[src/rtl/traffic_light_seq.sv]
// traffic_light_seq
//   Timed traffic-light sequencer: RED -> GREEN -> YELLOW -> RED, each phase a
//   fixed number of prescaler ticks. A latched pedestrian request may end
//   GREEN early once GREEN_MIN_TICKS have elapsed. Drives the 2-bit colour code
//   of the downstream LED colour/PWM stage.
//
//   Optional feature macro: TL_MAINT_EN (adds the maint input and a
//   maintenance state that flashes YELLOW/BLUE).
//
// Ports
//   clk          in   system clock
//   rst          in   synchronous, active-high reset
//   maint        in   maintenance mode request (TL_MAINT_EN builds only)
//   ped_req      in   pedestrian request level, synchronous and debounced
//   color  [1:0] out  0=RED 1=YELLOW 2=GREEN 3=BLUE, registered
//   remaining[7:0] out ticks left in the current phase, registered
//   ped_pending  out  latched pedestrian request, registered
//   tick         out  one-cycle pulse, registered copy of the internal tick
module traffic_light_seq #(
  parameter int unsigned TICK_CYCLES     = 100000000,
  parameter int unsigned RED_TICKS       = 5,
  parameter int unsigned GREEN_TICKS     = 5,
  parameter int unsigned YELLOW_TICKS    = 2,
  parameter int unsigned GREEN_MIN_TICKS = 2
) (
  input  logic       clk,
  input  logic       rst,
`ifdef TL_MAINT_EN
  input  logic       maint,
`endif
  input  logic       ped_req,
  output logic [1:0] color,
  output logic [7:0] remaining,
  output logic       ped_pending,
  output logic       tick
);

  localparam int unsigned   PW        = (TICK_CYCLES > 1) ? $clog2(TICK_CYCLES) : 1;
  localparam logic [PW-1:0] PRE_LAST  = PW'(TICK_CYCLES - 1);
  localparam logic [7:0]    RED_LEN   = 8'(RED_TICKS);
  localparam logic [7:0]    GREEN_LEN = 8'(GREEN_TICKS);
  localparam logic [7:0]    YEL_LEN   = 8'(YELLOW_TICKS);
  // GREEN may be cut short once remaining has fallen to this value or below,
  // i.e. once GREEN_MIN_TICKS ticks complete with this tick.
  localparam logic [7:0]    EARLY_MAX = 8'(GREEN_TICKS - GREEN_MIN_TICKS + 1);

  localparam logic [1:0] C_RED    = 2'd0;
  localparam logic [1:0] C_YELLOW = 2'd1;
  localparam logic [1:0] C_GREEN  = 2'd2;
`ifdef TL_MAINT_EN
  localparam logic [1:0] C_BLUE   = 2'd3;
`endif

  typedef enum logic [1:0] {
    S_RED,
    S_GREEN,
    S_YELLOW
`ifdef TL_MAINT_EN
    , S_MAINT
`endif
  } state_t;

  state_t        state, state_nx;
  logic [1:0]    color_nx;
  logic [7:0]    remaining_nx;
  logic          ped_nx;
  logic [PW-1:0] pre_cnt;
  logic          tick_i;

  // Free-running prescaler, independent of the phase state.
  assign tick_i = (pre_cnt == PRE_LAST);

  always_ff @(posedge clk) begin
    if (rst) begin
      pre_cnt <= '0;
      tick    <= 1'b0;
    end else begin
      pre_cnt <= tick_i ? '0 : pre_cnt + 1'b1;
      tick    <= tick_i;
    end
  end

  // State register; colour, remaining and ped_pending are registered here too
  // so colour carries no extra latency relative to state.
  always_ff @(posedge clk) begin
    if (rst) begin
      state       <= S_RED;
      color       <= C_RED;
      remaining   <= RED_LEN;
      ped_pending <= 1'b0;
    end else begin
      state       <= state_nx;
      color       <= color_nx;
      remaining   <= remaining_nx;
      ped_pending <= ped_nx;
    end
  end

  // Next-state, phase counter and pedestrian latch.
  always_comb begin
    state_nx     = state;
    remaining_nx = remaining;
    ped_nx       = ped_pending;

    case (state)
      S_RED: begin
        if (tick_i) begin
          if (remaining == 8'd1) begin
            state_nx     = S_GREEN;
            remaining_nx = GREEN_LEN;
          end else begin
            remaining_nx = remaining - 8'd1;
          end
        end
      end
      S_GREEN: begin
        if (tick_i) begin
          if (remaining == 8'd1 || (ped_pending && remaining <= EARLY_MAX)) begin
            state_nx     = S_YELLOW;
            remaining_nx = YEL_LEN;
          end else begin
            remaining_nx = remaining - 8'd1;
          end
        end
      end
      S_YELLOW: begin
        if (tick_i) begin
          if (remaining == 8'd1) begin
            state_nx     = S_RED;
            remaining_nx = RED_LEN;
          end else begin
            remaining_nx = remaining - 8'd1;
          end
        end
      end
`ifdef TL_MAINT_EN
      S_MAINT: begin
        state_nx     = S_RED;
        remaining_nx = RED_LEN;
      end
`endif
      default: begin
        state_nx     = S_RED;
        remaining_nx = RED_LEN;
      end
    endcase

    if (ped_req && (state == S_GREEN || state == S_YELLOW))
      ped_nx = 1'b1;
    // Clear on RED entry takes priority over a same-edge set.
    if (state_nx == S_RED && state != S_RED)
      ped_nx = 1'b0;

`ifdef TL_MAINT_EN
    if (maint) begin
      state_nx     = S_MAINT;
      remaining_nx = '0;
      ped_nx       = 1'b0;
    end
`endif
  end

  // Colour follows the next state; in maintenance it enters as YELLOW and then
  // alternates with BLUE on every tick.
  always_comb begin
    color_nx = C_RED;
    case (state_nx)
      S_RED:    color_nx = C_RED;
      S_GREEN:  color_nx = C_GREEN;
      S_YELLOW: color_nx = C_YELLOW;
`ifdef TL_MAINT_EN
      S_MAINT: begin
        if (state != S_MAINT)
          color_nx = C_YELLOW;
        else if (tick_i)
          color_nx = (color == C_YELLOW) ? C_BLUE : C_YELLOW;
        else
          color_nx = color;
      end
`endif
      default:  color_nx = C_RED;
    endcase
  end

endmodule
[config.mk]
export PLATFORM = sky130hd
export DESIGN_NAME = traffic_light_seq
export DESIGN_NICKNAME = d
export VERILOG_FILES = /design/src/rtl/traffic_light_seq.sv
export SDC_FILE = /design/constraint.sdc
export NUM_CORES = 1
export LEC_CHECK = 0
export CORE_MARGIN = 3
export CORE_UTILIZATION = 55
export CTS_CLUSTER_SIZE = 8
export DETAILED_ROUTE_END_ITERATION = 8
export PLACE_DENSITY_LB_ADDON = 0.3
export SLEW_MARGIN = 20
export SYNTH_ARGS = -nofsm -noshare
export SYNTH_HDL_FRONTEND = slang
export SYNTH_SLANG_ARGS = --single-unit
[constraint.sdc]
create_clock -name clk -period 4.3 [get_ports clk]
set_input_delay 0.86 -clock clk [delete_from_list [all_inputs] [get_ports clk]]
set_output_delay 0.86 -clock clk [all_outputs]
set_load 0.02 [all_outputs]
== Yosys cells after proc, flatten, opt, wreduce, memory -nomap -nowiden ==
Index checks and enable logic that the tools add are counted.

* Bits in latches: 0
* ROM bits: 0
* Bits of input ports: 3
* Word-level logic and storage cells: 42
* Bits in registers: 41
* Memories: 0
* Output and inout bits: 12
* Memory bits (writable): 0

* Bitwise operators: 0
* Div/mod/pow operators: 0
* Shift-type cells: 0
* Reductions and logical operators: 12
* Muxes and demuxes: 13
* Magnitude comparators: 1
* Add/sub/neg operators: 2
* $mul: 0
* Equality and inequality tests: 8

{| class="wikitable"
|+ Operators by type and width
! operator !! count
|-
| two-way mux 8 bit || 4
|-
| adder 27 x 1 -> 27 bit (second input constant) || 1
|-
| == test 27 bit (second input constant) || 1
|-
| one-hot mux 8 bit (2 select lines) || 1
|-
| two-way mux 2 bit || 6
|-
| == test 8 x 1 -> 1 bit (second input constant) || 1
|-
| <= comparator 8 x 3 -> 1 bit (second input constant) || 1
|-
| subtractor 8 x 1 -> 8 bit (second input constant) || 1
|-
| one-hot mux 2 bit (3 select lines) || 1
|-
| OR reduction 2 bit || 3
|-
| == test 2 x 1 -> 1 bit (second input constant) || 2
|-
| == test 2 bit (second input constant) || 2
|-
| zero test 2 bit || 2
|-
| one-hot mux 2 bit (2 select lines) || 1
|-
| logical AND 1 bit || 3
|-
| logical OR 1 bit || 2
|-
| inequality test 2 x 1 -> 1 bit (second input constant) || 1
|-
| inequality test 2 bit (second input constant) || 1
|-
| AND reduction 2 bit || 1
|-
| nonzero test 2 bit || 1
|}

== Longest topological paths before layout ==
* Depth in word-level cells: 9
* Gate-level depth with buffers: 9
* Mapped depth without buffers: 7

== Worst setup path before layout ==
Ideal clock, no wire load.

* Path type: register to register
* From: reg remaining[3]
* To: reg remaining[0]
* Slack: 2.293 ns
* Path buffers: 1
* Library setup time: 0.121 ns
* Arrival: 1.885 ns
* Data required time: 4.179 ns
* Period minus slack after synthesis: 2.007 ns
* Stages on the path, launching flop included: 7
* Cells stage by stage: dfxtp_1 -> or4_4 -> buf_6 -> o41ai_4 -> nand2_1 -> a221oi_2 -> o21ai_1

* Cells in the longest elaborated chain, start to end: 6
* Elaborated cells between the ends (all ways): 9
* Classes of those cells: 1 x order compare; 1 x eq/ne; 5 x mux; 2 x reduce/logical

{| class="wikitable"
|+ Ends and longest elaborated chain
! element !! line !! text
|-
| start, declared || 33 || <nowiki>output logic [7:0] remaining,</nowiki>
|-
| start signal, assigned || 94 || <nowiki>remaining <= remaining_nx;</nowiki>
|-
| <= comparator 8 x 3 -> 1 bit || 118 || <nowiki>if (remaining == 8'd1 || (ped_pending && remaining <= EARLY_MAX)) begin</nowiki>
|-
| logical AND 1 bit || 118 ||
|-
| logical OR 1 bit || 118 ||
|-
| two-way mux 8 bit || 118 ||
|-
| two-way mux 8 bit || 117 || <nowiki>if (tick_i) begin</nowiki>
|-
| one-hot mux 8 bit (2 select lines) * || 105 || <nowiki>case (state)</nowiki>
|}

Every way passes the cells marked *; elsewhere a longest branch is shown, timed or not. The select of a mux whose other input is x is not followed.
A chain may end at the register's enable or synchronous reset.

== Worst setup path in the final report ==
* From: in rst
* To: reg pre_cnt[3]

* Cells in the longest elaborated chain, start to end: 1

{| class="wikitable"
|+ Ends and longest elaborated chain
! element !! line !! text
|-
| start, declared || 27 || <nowiki>input logic rst,</nowiki>
|-
| OR reduction 2 bit (no source line) || n/a ||
|-
| end signal, assigned || 78 || <nowiki>pre_cnt <= tick_i ? '0 : pre_cnt + 1'b1;</nowiki>
|-
| end, declared || 67 || <nowiki>logic [PW-1:0] pre_cnt;</nowiki>
|}

Every way passes these cells.

==> summary.md <==
| Metric | Value |
|---|---|
| RSZ-0062 raised after global routing | `no` |
| Register share of total power | `approximately three fifths` |
| R2r setup slk | `around 1.8 ns` |
| Status | `finished, final reports clean` |
| GPL Wtd Cong | `between 0.8 and 0.9` |
| Most common cell after layout, fill and taps aside | `dfxtp_1` |
| Total of max-cap violations | `0` |
| Pre-CTS setup slack | `1.30 ns` |
| Worst r2r path cells | `6` |
| Crit Path Max Fanout | `25` |
| Most frequent cells in the layout | `41 x dfxtp_1, 38 x nor2_1, 16 x nand3_1, 14 x xor2_1, 14 x clkdlybuf4s50_1` |
| Clock skew | `roughly 0.010 ns` |
| Post-Route WL | `between 4000 and 5000 um` |
| NetSw | `between 0.1 and 0.15 mW` |
| Vias | `about 1800` |
| Fin cells | `317` |
| Synth Area in Compound Gates | `between 10% and 20%` |
| Switch share | `21.4%` |
| Multiplexer share of the synthesized area | `0%` |
| CTS clk-pin slew, worst paths | `around 0.070 ns` |
| CP endpoint kind | `flip-flop` |
| H-Tree Depth | `2` |
| Final Instance Area | `2450 um2` |
| Routed Antenna Nets | `0` |
| Longest Clk Path Bufs | `2` |
| CP top delay family | `buffers and inverters` |
| Cell Chain, Critical Path | `clkdlybuf4s50_1 > clkinv_1 > nand2_1 > nor2_1` |
| Layout cells sized above 1 | `~6.7%` |
| Max incr delay on CP | `approximately 0.8 ns` |
| Hpwl dp | `about 3200 um` |
| Synthesized Nets | `roughly 270` |
| Synth Instances | `257` |
| Diodes inserted | `0` |
| Worst R2R End | `pre_cnt[3]$_SDFF_PP0_` |
| Total buffers and inverters traversed by the critical path | `2` |
| Hold endpoint | `pre_cnt[0]$_SDFF_PP0_` |
| Critical path type | `input pin to flip-flop` |
| Post-cts resize count | `0` |
| Drt pass-1 iters | `4` |
| Worst hold margin | `about 0.47 ns` |
| Final setup fails | `0` |
| Clk root buf | `clkbuf_8` |
| Util after Layout | `64.9%` |
| Wire length per cell | `about 14 um` |
| Hold path depth | `1` |
| Worst-margin pin slew | `0.774 ns` |
| First-pass GRT wire length | `7720 um` |
| WP data arrival | `around 2.8 ns` |
| Chip width | `around 69 um` |
| Worst reg2reg startpoint | `pre_cnt[0]$_SDFF_PP0_` |
| Slew headroom | `48.3%` |
| Core Area | `about 3800 um2` |
| Combinational Power Share | `about 2%` |
| Clk sinks | `41` |
| XOR/XNOR Fraction of Synth Area | `9.92%` |
| Fin. max-slew vios | `0` |
| Simple-gate share of the synthesized area | `30.0%` |
| Post-Syn Area | `about 2200 um2` |
| Vias per cell | `5.82` |
| Main combinational cell family by area after synthesis | `simple AND/OR/NAND/NOR gates` |
| Ys async rst share | `0%` |
| CP startpoint kind | `input pin` |
| Pin count of the biggest net entering global routing | `26` |
| Number of synthesized flops with an enable pin | `0` |
| Layout Nets | `between 200 and 300` |
| Area delta synth->final | `10.9%` |
| Leakage Power | `0.801 nW` |
| Adder-cell share of the synthesized area | `5.10%` |
| Max Fclk | `~380 MHz` |
| Total gr overflow | `0` |
| Primary FF master, synth | `dfxtp_1` |
| Syn avg cell area | `roughly 8.6 um2` |
| Post-synthesis sequential area ratio | `between 30% and 40%` |
| Yosys reg bits | `41` |
| Slowest cell on crit path | `clkdlybuf4s50_1` |
| Post-DP Area | `2360 um2` |
| FP Rows | `22` |
| Period utilisation layout | `approximately three fifths` |
| GRT Util Overall | `between 10% and 20%` |
| PD cells | `around 270 nW/um2` |
| Initial DRC Count | `144` |
| Total power | `roughly 0.65 mW` |
| Yosys warns | `0` |
| Fill cells | `approximately 330` |
| Num CTS Buffers | `5` |
| Final worst slack | `approximately 1.6 ns` |
| Initial antenna violation count | `0` |
| Hold/Removal Path Class | `flip-flop to flip-flop` |
| Max VDD drop | `0.201 mV` |
| IO Pins | `15` |
| Distinct cell type count after synthesis | `just over 50` |
| Worst-skew pair later-pin latency | `approximately 0.3 ns` |
| DRC | `0` |
| Clock share of power | `about two fifths` |
| Hold Startpoint | `pre_cnt[0]$_SDFF_PP0_` |
| Port buffer count | `14` |
| Cts hold-fix bufs | `0` |
| Placed Cells | `310` |
| Setup TNS | `0 ns` |
| CP required | `4.45 ns` |
| Initial Utilization | `about three fifths` |
| Number of global-route vias before repair | `1743` |
| Setup Fix Bufs, Post-CTS | `0` |
| Crit path time final | `2.65 ns` |
| Pint | `0.513 mW` |
| Chip Height | `around 69 um` |
| Hold Fails Final Rpt | `0` |
| CTS tree | `yes` |
| Die area | `approximately 4800 um2` |
-- cell type report --
cell class	count	area [um2]	share of cell area [%]
Multi-Input combinational cell	193	1280	52.5
Sequential cell	41	821	33.5
Timing Repair Buffer	14	140	5.72
Clock buffer	6	82.6	3.37
Tap cell	48	60.1	2.45
Inverter	14	52.6	2.15
Clock inverter	1	7.51	0.307
-- sequential cells by signal (all words and copies together), names as in the netlist --
register,cells
state,2
pre_cnt,27
tick,1
ped_pending,1
remaining,8
color,2
-- Yosys cell counts (2+ instances only) --
cell / count / area [um2]
o211ai_1: 2 / 15.0
nor3_1: 8 / 40.0
nor2_1: 38 / 143
nand4_1: 10 / 62.6
and2_1: 3 / 18.8
dfxtp_1: 41 / 821
and3_1: 5 / 31.3
ha_1: 9 / 113
and4_1: 7 / 61.3
inv_1: 13 / 48.8
o32ai_1: 4 / 35.0
a21oi_2: 2 / 17.5
nor4b_1: 2 / 17.5
nor4_1: 6 / 37.5
a21oi_1: 5 / 25.0
xor2_1: 14 / 123
nand2_1: 12 / 45.0
nand2b_1: 4 / 25.0
nand3_1: 16 / 80.1
xnor2_1: 11 / 96.3
buf_2: 6 / 30.0
nor4bb_1: 2 / 20.0
clkbuf_1: 2 / 7.51
o21ai_0: 2 / 10.0
a22oi_1: 4 / 30.0
o21ai_1: 4 / 20.0
-- routing by layer --
| layer | wire, um | track usage [%] | vias up |
|---|---|---|---|
| met3 | 210 | 4.78 | 4 |
| met1 | 2180 | 25.7 | 858 |
| li1 | - | - | 945 |
| met5 | 0 | 0 | - |
| met4 | 56 | 6.72 | 0 |
| met2 | 2070 | 31.0 | 39 |
-- worst max-delay path by stage --
stage                                         start  cells after the start  slack [ns]                   endpoint
final                                           rst                      4        1.65      pre_cnt[3]$_SDFF_PP0_
after global routing                            rst                      4        1.41     pre_cnt[25]$_SDFF_PP0_
after CTS                                       rst                      4        1.63      pre_cnt[3]$_SDFF_PP0_
after detailed placement                        rst                      4        1.30     pre_cnt[21]$_SDFF_PP0_
after global placement                          rst                      4        1.40     pre_cnt[21]$_SDFF_PP0_
after floorplan           remaining[3]$_SDFFE_PP0P_                      6        2.29  remaining[0]$_SDFFE_PP1P_
-- cells by family after synthesis --
logic type,after synthesis
compound gates,36
xor+xnor,25
fa+ha+maj,9
flops,41
simple gates,123
buf+inv,23
-- power groups by stage --
stage | clock, mW | sequential (mW) | combinational [mW]
2_1_floorplan | 0 | 0.392 | 0.00895
3_3_place_gp | 0 | 0.393 | 0.0123
3_5_place_dp | 0 | 0.393 | 0.0130
4_1_cts | 0.260 | 0.384 | 0.0130
5_1_grt | 0.274 | 0.384 | 0.0143
6_report | 0.256 | 0.384 | 0.0127
No activity file was read; power rests on OpenSTA's default activity.
